--- src/rtl/aclk_set_ctrl_pkg.sv ---
// Shared types for the alarm clock setting controller.
// Holds FSM/target encodings and the packed BCD hh:mm bundle.
package aclk_pkg;

    typedef enum logic [1:0] {
        IDLE,
        EDIT_H,
        EDIT_M,
        COMMIT
    } state_e;

    typedef enum logic {
        TIME,
        ALARM
    } target_e;

    typedef struct packed {
        logic [1:0] h1;
        logic [3:0] h0;
        logic [3:0] m1;
        logic [3:0] m0;
    } bcd_hm_t;

    localparam int MAX_H1      = 2;
    localparam int MAX_H0_AT_2 = 3;
    localparam int MAX_M1      = 5;

    localparam logic [4:0] HR_WRAP  = 5'(MAX_H1 * 10 + MAX_H0_AT_2 + 1);
    localparam logic [6:0] MIN_WRAP = 7'((MAX_M1 + 1) * 10);

endpackage

--- src/rtl/aclk_set_ctrl_if.sv ---
// Front-panel / clock-core bundle for aclk_set_ctrl.
// master drives buttons and current time; slave is the controller.
interface aclk_set_ctrl_if;

    logic       btn_set_time;
    logic       btn_set_alarm;
    logic       btn_inc;
    logic       btn_next;
    logic       btn_al_toggle;
    logic       btn_stop;
    logic       Alarm;
    logic [1:0] H_out1;
    logic [3:0] H_out0;
    logic [3:0] M_out1;
    logic [3:0] M_out0;

    logic [1:0] H_in1;
    logic [3:0] H_in0;
    logic [3:0] M_in1;
    logic [3:0] M_in0;
    logic       LD_time;
    logic       LD_alarm;
    logic       STOP_al;
    logic       AL_ON;
    logic       editing;
    logic       edit_field;

    modport master (
        output btn_set_time, btn_set_alarm, btn_inc, btn_next,
        output btn_al_toggle, btn_stop, Alarm,
        output H_out1, H_out0, M_out1, M_out0,
        input  H_in1, H_in0, M_in1, M_in0,
        input  LD_time, LD_alarm, STOP_al, AL_ON,
        input  editing, edit_field
    );

    modport slave (
        input  btn_set_time, btn_set_alarm, btn_inc, btn_next,
        input  btn_al_toggle, btn_stop, Alarm,
        input  H_out1, H_out0, M_out1, M_out0,
        output H_in1, H_in0, M_in1, M_in0,
        output LD_time, LD_alarm, STOP_al, AL_ON,
        output editing, edit_field
    );

endinterface

--- src/rtl/aclk_bcd_inc.sv ---
// Combinational BCD hh:mm adder: adds 0..59 minutes and/or one hour.
// carry_en lets minute overflow ripple into hours (snooze) or not (edit).
module aclk_bcd_inc
    import aclk_pkg::*;
(
    input  bcd_hm_t    a,
    input  logic [5:0] add_min,
    input  logic       add_hr,
    input  logic       carry_en,
    output bcd_hm_t    y
);

    logic [6:0] m_bin;
    logic [6:0] m_sum;
    logic [6:0] m_wrap;
    logic       m_cy;
    logic [4:0] h_bin;
    logic [4:0] h_sum;
    logic [4:0] h_wrap;

    always_comb begin
        m_bin  = 7'(a.m1) * 7'd10 + 7'(a.m0);
        m_sum  = m_bin + 7'(add_min);
        m_cy   = (m_sum >= MIN_WRAP);
        m_wrap = m_cy ? (m_sum - MIN_WRAP) : m_sum;

        h_bin  = 5'(a.h1) * 5'd10 + 5'(a.h0);
        h_sum  = h_bin + 5'(add_hr) + 5'(m_cy & carry_en);
        h_wrap = (h_sum >= HR_WRAP) ? (h_sum - HR_WRAP) : h_sum;

        y.m1 = 4'(m_wrap / 7'd10);
        y.m0 = 4'(m_wrap % 7'd10);
        y.h1 = 2'(h_wrap / 5'd10);
        y.h0 = 4'(h_wrap % 5'd10);
    end

endmodule

--- src/rtl/aclk_set_ctrl.sv ---
// Button-driven time/alarm setting controller (10 Hz domain).
// Optional snooze reload on stop is enabled by ACLK_SNOOZE_EN.
module aclk_set_ctrl
    import aclk_pkg::*;
#(
    parameter int TIMEOUT_TICKS = 300,
    parameter int STOP_CYCLES   = 2,
    parameter int SNOOZE_MIN    = 5
) (
    input logic            clk,
    input logic            reset_n,
    aclk_set_ctrl_if.slave bus
);

    localparam int TW = $clog2(TIMEOUT_TICKS + 1);
    localparam int SW = $clog2(STOP_CYCLES + 1);
    localparam logic [TW-1:0] TO_LAST  = TW'(TIMEOUT_TICKS - 1);
    localparam logic [SW-1:0] STOP_LEN = SW'(STOP_CYCLES);

    state_e        state_q, state_d;
    target_e       tgt_q, tgt_d;
    bcd_hm_t       edit_q, edit_d;
    bcd_hm_t       shadow_q, shadow_d;
    logic [TW-1:0] to_q, to_d;
    logic [SW-1:0] stop_q, stop_d;
    logic          al_on_q, al_on_d;

    bcd_hm_t    h_out;
    bcd_hm_t    inc_a;
    bcd_hm_t    inc_y;
    logic [5:0] inc_min;
    logic       inc_hr;
    logic       inc_cy;

    logic any_btn;
    logic w_set_t, w_set_a, w_next, w_inc, w_tog;
    logic editing;
    logic edit_start;
    logic snz_go;
    logic snz_fire;

    assign h_out = '{h1: bus.H_out1, h0: bus.H_out0,
                     m1: bus.M_out1, m0: bus.M_out0};

    assign any_btn = bus.btn_set_time | bus.btn_set_alarm
                   | bus.btn_inc | bus.btn_next
                   | bus.btn_al_toggle | bus.btn_stop;

    // One-hot winner; lower-priority pulses in the same cycle are dropped
    assign w_set_t = bus.btn_set_time;
    assign w_set_a = bus.btn_set_alarm & ~w_set_t;
    assign w_next  = bus.btn_next & ~(bus.btn_set_time | bus.btn_set_alarm);
    assign w_inc   = bus.btn_inc & ~(bus.btn_set_time | bus.btn_set_alarm
                                   | bus.btn_next);
    assign w_tog   = bus.btn_al_toggle
                   & ~(bus.btn_set_time | bus.btn_set_alarm
                     | bus.btn_next | bus.btn_inc);

    assign editing    = (state_q == EDIT_H) || (state_q == EDIT_M);
    assign edit_start = (state_q == IDLE)
                      & (bus.btn_set_time | bus.btn_set_alarm);

    always_comb begin
        inc_a   = edit_q;
        inc_min = '0;
        inc_hr  = 1'b0;
        inc_cy  = 1'b0;
        if (snz_go) begin
            inc_a   = h_out;
            inc_min = 6'(SNOOZE_MIN);
            inc_cy  = 1'b1;
        end else if (state_q == EDIT_H) begin
            inc_hr = 1'b1;
        end else if (state_q == EDIT_M) begin
            inc_min = 6'd1;
        end
    end

    aclk_bcd_inc u_inc (
        .a        (inc_a),
        .add_min  (inc_min),
        .add_hr   (inc_hr),
        .carry_en (inc_cy),
        .y        (inc_y)
    );

    always_comb begin
        state_d  = state_q;
        tgt_d    = tgt_q;
        edit_d   = edit_q;
        shadow_d = shadow_q;
        al_on_d  = al_on_q;
        case (state_q)
            IDLE: begin
                unique case (1'b1)
                    w_set_t: begin
                        state_d = EDIT_H;
                        tgt_d   = TIME;
                        edit_d  = h_out;
                    end
                    w_set_a: begin
                        state_d = EDIT_H;
                        tgt_d   = ALARM;
                        edit_d  = shadow_q;
                    end
                    w_tog:   al_on_d = ~al_on_q;
                    default: ;
                endcase
            end
            EDIT_H, EDIT_M: begin
                unique case (1'b1)
                    w_next: state_d = (state_q == EDIT_H) ? EDIT_M : COMMIT;
                    w_inc:  edit_d  = inc_y;
                    default: begin
                        if (!any_btn && to_q == TO_LAST) begin
                            state_d = IDLE;
                        end
                    end
                endcase
            end
            COMMIT: begin
                state_d = IDLE;
                if (tgt_q == ALARM) begin
                    shadow_d = edit_q;
                end
            end
            default: state_d = IDLE;
        endcase
        if (snz_go) begin
            edit_d = inc_y;
        end
    end

    always_comb begin
        to_d = to_q + TW'(1);
        if (any_btn || !editing || state_d != state_q) begin
            to_d = '0;
        end
        stop_d = (stop_q != '0) ? stop_q - SW'(1) : '0;
        if (bus.btn_stop) begin
            stop_d = STOP_LEN;
        end
    end

    always_ff @(posedge clk or negedge reset_n) begin
        if (!reset_n) begin
            state_q  <= IDLE;
            tgt_q    <= TIME;
            edit_q   <= '0;
            shadow_q <= '0;
            to_q     <= '0;
            stop_q   <= '0;
            al_on_q  <= 1'b0;
        end else begin
            state_q  <= state_d;
            tgt_q    <= tgt_d;
            edit_q   <= edit_d;
            shadow_q <= shadow_d;
            to_q     <= to_d;
            stop_q   <= stop_d;
            al_on_q  <= al_on_d;
        end
    end

`ifdef ACLK_SNOOZE_EN
    logic snz_pend_q, snz_pend_d;

    // Snooze only from a non-edit state that is not being left for an edit
    assign snz_go   = bus.btn_stop & bus.Alarm & ~editing & ~edit_start;
    assign snz_fire = snz_pend_q & (stop_q == '0);

    always_comb begin
        snz_pend_d = snz_pend_q;
        if (snz_go) begin
            snz_pend_d = 1'b1;
        end else if (snz_fire || edit_start) begin
            snz_pend_d = 1'b0;
        end
    end

    always_ff @(posedge clk or negedge reset_n) begin
        if (!reset_n) begin
            snz_pend_q <= 1'b0;
        end else begin
            snz_pend_q <= snz_pend_d;
        end
    end
`else
    logic unused_alarm;
    assign unused_alarm = bus.Alarm;
    assign snz_go       = 1'b0;
    assign snz_fire     = 1'b0;
`endif

    assign bus.H_in1      = edit_q.h1;
    assign bus.H_in0      = edit_q.h0;
    assign bus.M_in1      = edit_q.m1;
    assign bus.M_in0      = edit_q.m0;
    assign bus.LD_time    = (state_q == COMMIT) && (tgt_q == TIME);
    assign bus.LD_alarm   = ((state_q == COMMIT) && (tgt_q == ALARM))
                          | snz_fire;
    assign bus.STOP_al    = (stop_q != '0);
    assign bus.AL_ON      = al_on_q;
    assign bus.editing    = editing;
    assign bus.edit_field = (state_q == EDIT_M);

endmodule

--- src/flat_wrapper.sv ---
// flat-port wrapper written by rule: the top's interface ports become plain ports
module aclk_set_ctrl_flat import aclk_pkg::*;
#(
    parameter int TIMEOUT_TICKS = 300,
    parameter int STOP_CYCLES   = 2,
    parameter int SNOOZE_MIN    = 5
)
  (clk, reset_n, bus_btn_set_time, bus_btn_set_alarm, bus_btn_inc, bus_btn_next, bus_btn_al_toggle, bus_btn_stop, bus_Alarm, bus_H_out1, bus_H_out0, bus_M_out1, bus_M_out0, bus_H_in1, bus_H_in0, bus_M_in1, bus_M_in0, bus_LD_time, bus_LD_alarm, bus_STOP_al, bus_AL_ON, bus_editing, bus_edit_field);
  aclk_set_ctrl_if bus_i ();
  input logic clk;
  input logic reset_n;
  input wire logic [$bits(bus_i.btn_set_time)-1:0] bus_btn_set_time;
  input wire logic [$bits(bus_i.btn_set_alarm)-1:0] bus_btn_set_alarm;
  input wire logic [$bits(bus_i.btn_inc)-1:0] bus_btn_inc;
  input wire logic [$bits(bus_i.btn_next)-1:0] bus_btn_next;
  input wire logic [$bits(bus_i.btn_al_toggle)-1:0] bus_btn_al_toggle;
  input wire logic [$bits(bus_i.btn_stop)-1:0] bus_btn_stop;
  input wire logic [$bits(bus_i.Alarm)-1:0] bus_Alarm;
  input wire logic [$bits(bus_i.H_out1)-1:0] bus_H_out1;
  input wire logic [$bits(bus_i.H_out0)-1:0] bus_H_out0;
  input wire logic [$bits(bus_i.M_out1)-1:0] bus_M_out1;
  input wire logic [$bits(bus_i.M_out0)-1:0] bus_M_out0;
  output wire logic [$bits(bus_i.H_in1)-1:0] bus_H_in1;
  output wire logic [$bits(bus_i.H_in0)-1:0] bus_H_in0;
  output wire logic [$bits(bus_i.M_in1)-1:0] bus_M_in1;
  output wire logic [$bits(bus_i.M_in0)-1:0] bus_M_in0;
  output wire logic [$bits(bus_i.LD_time)-1:0] bus_LD_time;
  output wire logic [$bits(bus_i.LD_alarm)-1:0] bus_LD_alarm;
  output wire logic [$bits(bus_i.STOP_al)-1:0] bus_STOP_al;
  output wire logic [$bits(bus_i.AL_ON)-1:0] bus_AL_ON;
  output wire logic [$bits(bus_i.editing)-1:0] bus_editing;
  output wire logic [$bits(bus_i.edit_field)-1:0] bus_edit_field;
  assign bus_i.btn_set_time = bus_btn_set_time;
  assign bus_i.btn_set_alarm = bus_btn_set_alarm;
  assign bus_i.btn_inc = bus_btn_inc;
  assign bus_i.btn_next = bus_btn_next;
  assign bus_i.btn_al_toggle = bus_btn_al_toggle;
  assign bus_i.btn_stop = bus_btn_stop;
  assign bus_i.Alarm = bus_Alarm;
  assign bus_i.H_out1 = bus_H_out1;
  assign bus_i.H_out0 = bus_H_out0;
  assign bus_i.M_out1 = bus_M_out1;
  assign bus_i.M_out0 = bus_M_out0;
  assign bus_H_in1 = bus_i.H_in1;
  assign bus_H_in0 = bus_i.H_in0;
  assign bus_M_in1 = bus_i.M_in1;
  assign bus_M_in0 = bus_i.M_in0;
  assign bus_LD_time = bus_i.LD_time;
  assign bus_LD_alarm = bus_i.LD_alarm;
  assign bus_STOP_al = bus_i.STOP_al;
  assign bus_AL_ON = bus_i.AL_ON;
  assign bus_editing = bus_i.editing;
  assign bus_edit_field = bus_i.edit_field;
  aclk_set_ctrl #(.TIMEOUT_TICKS(TIMEOUT_TICKS), .STOP_CYCLES(STOP_CYCLES), .SNOOZE_MIN(SNOOZE_MIN)) u_core (.clk(clk), .reset_n(reset_n), .bus(bus_i));
endmodule
--- config.mk ---
export PLATFORM = sky130hd
export DESIGN_NAME = aclk_set_ctrl_flat
export DESIGN_NICKNAME = d
export VERILOG_FILES = /design/src/rtl/aclk_set_ctrl_pkg.sv /design/src/rtl/aclk_set_ctrl_if.sv /design/src/rtl/aclk_bcd_inc.sv /design/src/rtl/aclk_set_ctrl.sv /design/src/flat_wrapper.sv
export SDC_FILE = /design/constraint.sdc
export NUM_CORES = 1
export LEC_CHECK = 0
export ABC_AREA = 1
export CAP_MARGIN = 20
export CORE_MARGIN = 4
export CORE_UTILIZATION = 52
export CTS_BUF_LIST = sky130_fd_sc_hd__clkbuf_4 sky130_fd_sc_hd__clkbuf_8
export DETAILED_ROUTE_END_ITERATION = 16
export PLACE_DENSITY = 0.89
export SYNTH_ARGS = -nofsm -noshare
export SYNTH_HDL_FRONTEND = slang
export SYNTH_SLANG_ARGS = --single-unit
--- constraint.sdc ---
create_clock -name clk -period 3.9 [get_ports clk]
set_input_delay 0.975 -clock clk [delete_from_list [all_inputs] [get_ports clk]]
set_output_delay 0.975 -clock clk [all_outputs]
set_load 0.02 [all_outputs]
# Yosys cells after proc, flatten, opt, wreduce, memory -nomap -nowiden
# Index checks and enable logic that the tools add are counted.
# totals
reg_bits,43
latch_bits,0
ramBits,0
romBits,0
out_inout_bits,20
memories,0
# op_classes
n_addsub,8
multipliers,2
n_div,4
magnitude_cmp,2
eq_ne,7
n_shift,0
muxes,17
n_bitwise,17
reduce_logical,18
# op_table
op,n
case mux 14 bit (2 select lines),2
two-way mux 14 bit,1
adder 9 x 1 -> 9 bit (second input constant),1
equality test 9 bit (second input constant),1
two-way mux 9 bit,1
two-way mux 2 bit,4
adder 7 x 4 -> 7 bit,1
adder 7 x 6 -> 7 bit,1
divider 7 x 4 -> 7 bit (second input constant),1
greater-or-equal comparator 7 x 6 -> 1 bit (second input constant),1
modulo 7 x 4 -> 7 bit (second input constant),1
two-way mux 7 bit,1
OR 1 bit,7
subtractor 7 x 6 -> 7 bit (second input constant),1
multiplier 4 x 3 -> 6 bit (second input constant),1
two-way mux 6 bit,1
NOT 1 bit,6
case mux 2 bit (3 select lines),1
AND reduction 2 bit,3
nonzero test 2 bit,3
adder 5 x 1 -> 5 bit,1
adder 5 x 4 -> 5 bit,1
divider 5 x 4 -> 5 bit (second input constant),1
greater-or-equal comparator 5 bit (second input constant),1
20 further kinds,32

# Depth between registers and ports, before layout
# Gate-level depths: netlist of the first run.
# depth
ltp_word,13
ltp_mapped,35
mapped_depth_nobuf,35

# Hierarchy
# From an unflattened synthesis of the first run, not the netlist that was laid out.
# hier_totals
cells_unflattened,473
hier_area_um2,3626.0
# by_module_without_submodules
module,instances,cells_each,area_per_inst_um2
aclk_set_ctrl,1,259,2267.2
aclk_bcd_inc,1,214,1358.8

# Worst setup path before layout of the first run
# OpenSTA, ideal clock, no wires.
# synth_timing
path_type,register -> register
start,register u_core.state_q[0]
end,register u_core.edit_q (netlist bit u_core.bus.M_in0[1])
setup_ns,0.121
t_arrival_ns,3.627
t_required_ns,3.779
setup_slack_ns,0.152
path_stages_with_launch,32
n_path_buf,0
period_less_slack_ns,3.748
cell_sequence,dfrtp_1 > inv_1 > ha_1 > ha_1 > inv_1 > fa_1 > xnor2_2 > ha_1 > inv_1 > nor2_2 > nand3_2 > nand3_4 > nand2_2 > nand3_1 > nand3_2 > nand2_4 > nand2_4 > nand2_2 > nand2_2 > inv_2 > nand2_2 > nand2_2 > nand2_1 > nand2_1 > inv_1 > ha_1 > inv_1 > nand3_2 > nand3_2 > nand2_1 > nand3_2 > a21oi_2
# synth_via
elab_chain_cells,9
elab_cells_between_ends,17
classes_between,add/sub (2); div (1); order compare (1); eq/ne (4); mux (5); reduce/logical (4)
# synth_rtl
element,line_no,rtl
"start, declared",aclk_set_ctrl.sv:20,"state_e state_q, state_d;"
"start signal, assigned",aclk_set_ctrl.sv:155,state_q <= state_d;
equality test 2 bit,"aclk_set_ctrl.sv:74, aclk_set_ctrl.sv:93",
two-way mux 1 bit,aclk_set_ctrl.sv:74,end else if (state_q == EDIT_M) begin
two-way mux 6 bit,aclk_set_ctrl.sv:72,end else if (state_q == EDIT_H) begin
adder 7 x 6 -> 7 bit,aclk_bcd_inc.sv:23,m_sum = m_bin + 7'(add_min);
subtractor 7 x 6 -> 7 bit / greater-or-equal comparator 7 x 6 -> 1 bit (equally long branches),"aclk_bcd_inc.sv:25, aclk_bcd_inc.sv:24",
two-way mux 7 bit,aclk_bcd_inc.sv:25,m_wrap = m_cy ? (m_sum - MIN_WRAP) : m_sum;
modulo 7 x 4 -> 7 bit,aclk_bcd_inc.sv:32,y.m0 = 4'(m_wrap % 7'd10);
two-way mux 14 bit,aclk_set_ctrl.sv:111,unique case (1'b1)
case mux 14 bit (2 select lines),aclk_set_ctrl.sv:93,case (state_q)
"end signal, assigned",aclk_set_ctrl.sv:157,edit_q <= edit_d;
"end, declared",aclk_set_ctrl.sv:22,"bcd_hm_t edit_q, edit_d;"
# Parallel ways exist; a longest one is shown, timed or not. The select of a mux whose other input is x is not followed.
# A chain may end at the register's enable or synchronous reset.

# Worst setup path in the final report of the first run
# layout_timing
start,register u_core.state_q[0]
end,register u_core.edit_q (netlist bit u_core.bus.M_in0[3])
# The elaborated chain is that of the path after synthesis.

==> results of run 1 <==
==> path summary, 6_finish.rpt <==
check                                             from                         endpoint  slack, ps
max in group asynchronous                      reset_n  u_core.bus.M_in1[1]$_DFFE_PN0P_       2510
setup / recovery           u_core.state_q[0]$_DFF_PN0_  u_core.bus.M_in0[3]$_DFFE_PN0P_        -90
min in group asynchronous                      reset_n       u_core.stop_q[1]$_DFF_PN0_        800
hold reg to reg             u_core.stop_q[0]$_DFF_PN0_       u_core.stop_q[0]$_DFF_PN0_        440
hold / removal              u_core.stop_q[0]$_DFF_PN0_       u_core.stop_q[0]$_DFF_PN0_        440
setup reg to reg           u_core.state_q[0]$_DFF_PN0_  u_core.bus.M_in0[3]$_DFFE_PN0P_        -90
==> cells in the final DEF, fill, tap and decap left out, types with 3 or more instances in the layout <==
cell type        instances
nand3_1                 16
ha_1                    19
nand4_1                  6
xnor2_1                  3
a21oi_1                 15
o21ai_4                  3
nor3_1                   5
ha_2                     4
nor2_1                  34
nand2_2                 14
o21ai_1                  4
xor2_1                   6
inv_2                    8
nand3_2                  9
inv_1                   56
o211ai_1                 7
a21oi_2                  4
clkbuf_8                 5
o21ai_0                 33
clkdlybuf4s50_1         40
nand3_4                  5
nor2_2                   3
buf_4                   35
nand2_4                  8
dfrtp_1                 43
a31oi_1                  5
nand2_1                 81
==> final cells by class <==
type	count	share of cell area
Clock inverter	3	0.00610
Timing Repair Buffer	78	0.162
Multi-Input combinational cell	310	0.483
Inverter	68	0.0610
Clock buffer	5	0.0160
Tap cell	75	0.0218
Sequential cell	43	0.250
==> registers in the layout (all words and copies together) (netlist names), 2 cells and up <==
name	count
u_core.state_q	2
u_core.bus.M_in1	4
u_core.bus.H_in1	2
u_core.shadow_q	14
u_core.bus.M_in0	4
u_core.stop_q	2
u_core.to_q	9
u_core.bus.H_in0	4
==> worst register-to-register path, delay by kind of cell (launching register included) <==
kind | cells | cell delay [ps]
and+or+nand+nor | 12 | 1130
adders and majority gates | 5 | 1140
DFF | 1 | 390
buffers and inverters | 8 | 620
AOI/OAI and AO/OA | 2 | 430
xor gates and xnor gates | 1 | 190
==> logic make-up after synthesis <==
| logic type | Yosys count |
|---|---|
| buffers and inverters | 76 |
| AO/OA/AOI/OAI | 80 |
| adder cells (fa/ha/maj) | 27 |
| XOR/XNOR | 12 |
| AND/OR/NAND/NOR | 191 |
| flip-flops | 43 |
==> routing by layer <==
metal	wire, µm	vias to the layer above	track usage
met1	3380	1525	0.263
met3	429	19	0.0341
met5	0	-	0
met4	221	0	0.0851
li1	-	1547	-
met2	4670	99	0.424
==> what timing repair did <==
action,in CTS,in global routing
pin swaps,23,18
hold endpoints to repair,0,0
setup endpoints to repair,4,6
buffers inserted,12,7
gates resized for setup,28,12
==> per-stage QoR <==
stage	area (µm²)	instances	worst slack, ps	util
2_1_floorplan	3280	429	152	-
3_3_place_gp	3880	555	39.5	0.644
3_5_place_dp	3880	555	-114	0.644
4_1_cts	4200	575	-23.3	0.697
5_1_grt	4310	582	-339	0.715
6_report	4310	582	-87.2	0.715
==> results_dict.tcl, run 1 <==
set metrics [dict create \
    ys_types 44 \
    slew_viol_final 0 \
    ys_top_cells_by_count "nand2_1, inv_1, dfrtp_1" \
    endpoint_kind "flop" \
    antenna_found_initial 0 \
    crit_path_start_kind "flop" \
    reg2reg_depth 28 \
    drt-pass1-iter-count 4 \
    numCtsBuffers 5 \
    synth_ff_type "dfrtp_1" \
    cts_max_level 2 \
    syn_nets 479 \
    hold_class "flop to flop" \
    clock-sinks 43 \
    syn_inst 429 \
    routed_wirelength_um 8700 \
    synthMuxAreaShare 0 \
    async_reset_ff_frac 1.00 \
    violations "negative setup slack" \
    diodes 0 \
    fin_nets 556 \
    grt_pass1_wl_um 14200 \
    synth_area_leader_cell "dfrtp_1" \
    ys_warn_count 0 \
    whs_ps 441 \
    core_mm2 0.00603 \
    fin_setup_tns_ps -233 \
    synth-compound-area-share 0.149 \
    finClkSkew_ps 12.9 \
    viasPerCell 5.48 \
    path_buf_inv 8 \
    cts_tree "yes" \
    setup_viol 4 \
    setup_ws_ps -87.2 \
    crit_type "flop to flop" \
    start_util 0.545 \
    die_h_um 87.4 \
    tightest_slew_ps 933 \
    netlist.area_leader.share 0.328 \
    cp_common_cell "nand2_2" \
    rsz0062_at_grt "true" \
    multi_input_area_mm2 0.00208 \
    ant_nets 0 \
    yosysMostFrequentCell "nand2_1" \
    place.gp.congestion 0.890 \
    hold_depth 1 \
    syn_area_mm2 0.00328 \
    timing_hold_violations_final 0 \
    synth_area_leaders "dfrtp_1, nand2_1, ha_1" \
    grtUsageTotal 0.229 \
    critPathMaxStageDelay_ps 390 \
    seq_area_frac_synth 0.328 \
    holdBufCountCts 0 \
    synth-edff-count 0 \
    clockRootBuffer "clkbuf_8" \
    path_clk_slew_ps 90 \
    die_x_um 87.4 \
    max_clock_freq_mhz 251 \
    cp_slowest_cell "dfrtp_1" \
    area_delta_synth_final_pct 31.3 \
    synth_top_family_by_area "simple AND/OR/NAND/NOR gates" \
    overflow 0 \
    cp.arrival_ps 4210 \
    worst-path-stages 28 \
    ys_ff_latch 43 \
    drt_iter0_drc 271 \
    fin_crit_sh 1.02 \
    maxCapViolations 0 \
    clk_latency_ps 310 \
    dieArea_mm2 0.00765 \
    wl_per_cell_um 15.0 \
    drc 0 \
    slew_headroom 0.378 \
    synth_area_per_cell_um2 7.65 \
    hpwl_um 6020 \
    drive_gt1_frac 0.235 \
    synthAdderAreaFrac 0.110 \
    fillCellCount 448 \
    synthSimpleGateAreaFrac 0.289 \
    path_max_fanout 4 \
    grt_pass1_vias 3252 \
    num_rows 28 \
    worstPathRequired_ps 4120 \
    port_buffers 41 \
    period_minus_slack_ps 3990 \
    cts_max_path_buffers 2 \
    seqCellArea_mm2 0.00108 \
    synth_xor_area_frac 0.0343 \
    dr_total_vias 3190 \
    ios 43 \
    path_delay_family "adder cells" \
    grt_start_max_net_pins 44 \
    status "finished, violations left" \
]
Power of run 1 is not shown: default switching activity piles up to over one toggle a cycle in this logic, so the estimate is an artifact.
==> run 2, diff against run 1 <==
==> constraint.sdc (replaced) <==
create_clock -name clk -period 3.9 [get_ports clk]
set_input_delay 0.975 -clock clk [delete_from_list [all_inputs] [get_ports clk]]
set_output_delay 0.975 -clock clk [all_outputs]
set_load 0.01 [all_outputs]
==> results of run 2 <==
Final layout, timing and power as in run 1 (identical DEF).
Power of run 2 is left out for the same reason.
==> run 3, diff against run 2 <==
--- a/config.mk
+++ b/config.mk
@@ -6,10 +6,12 @@
 export NUM_CORES = 1
 export LEC_CHECK = 0
 export ABC_AREA = 1
+export ABC_CLOCK_PERIOD_IN_PS = 3900
 export CAP_MARGIN = 20
 export CORE_MARGIN = 4
 export CORE_UTILIZATION = 52
 export CTS_BUF_LIST = sky130_fd_sc_hd__clkbuf_4 sky130_fd_sc_hd__clkbuf_8
+export CTS_CLUSTER_DIAMETER = 30
 export DETAILED_ROUTE_END_ITERATION = 16
 export PLACE_DENSITY = 0.89
 export SYNTH_ARGS = -nofsm -noshare
==> results of run 3 <==
Final layout, timing and power as in run 1 (identical DEF).
Power of run 3 is left out for the same reason.
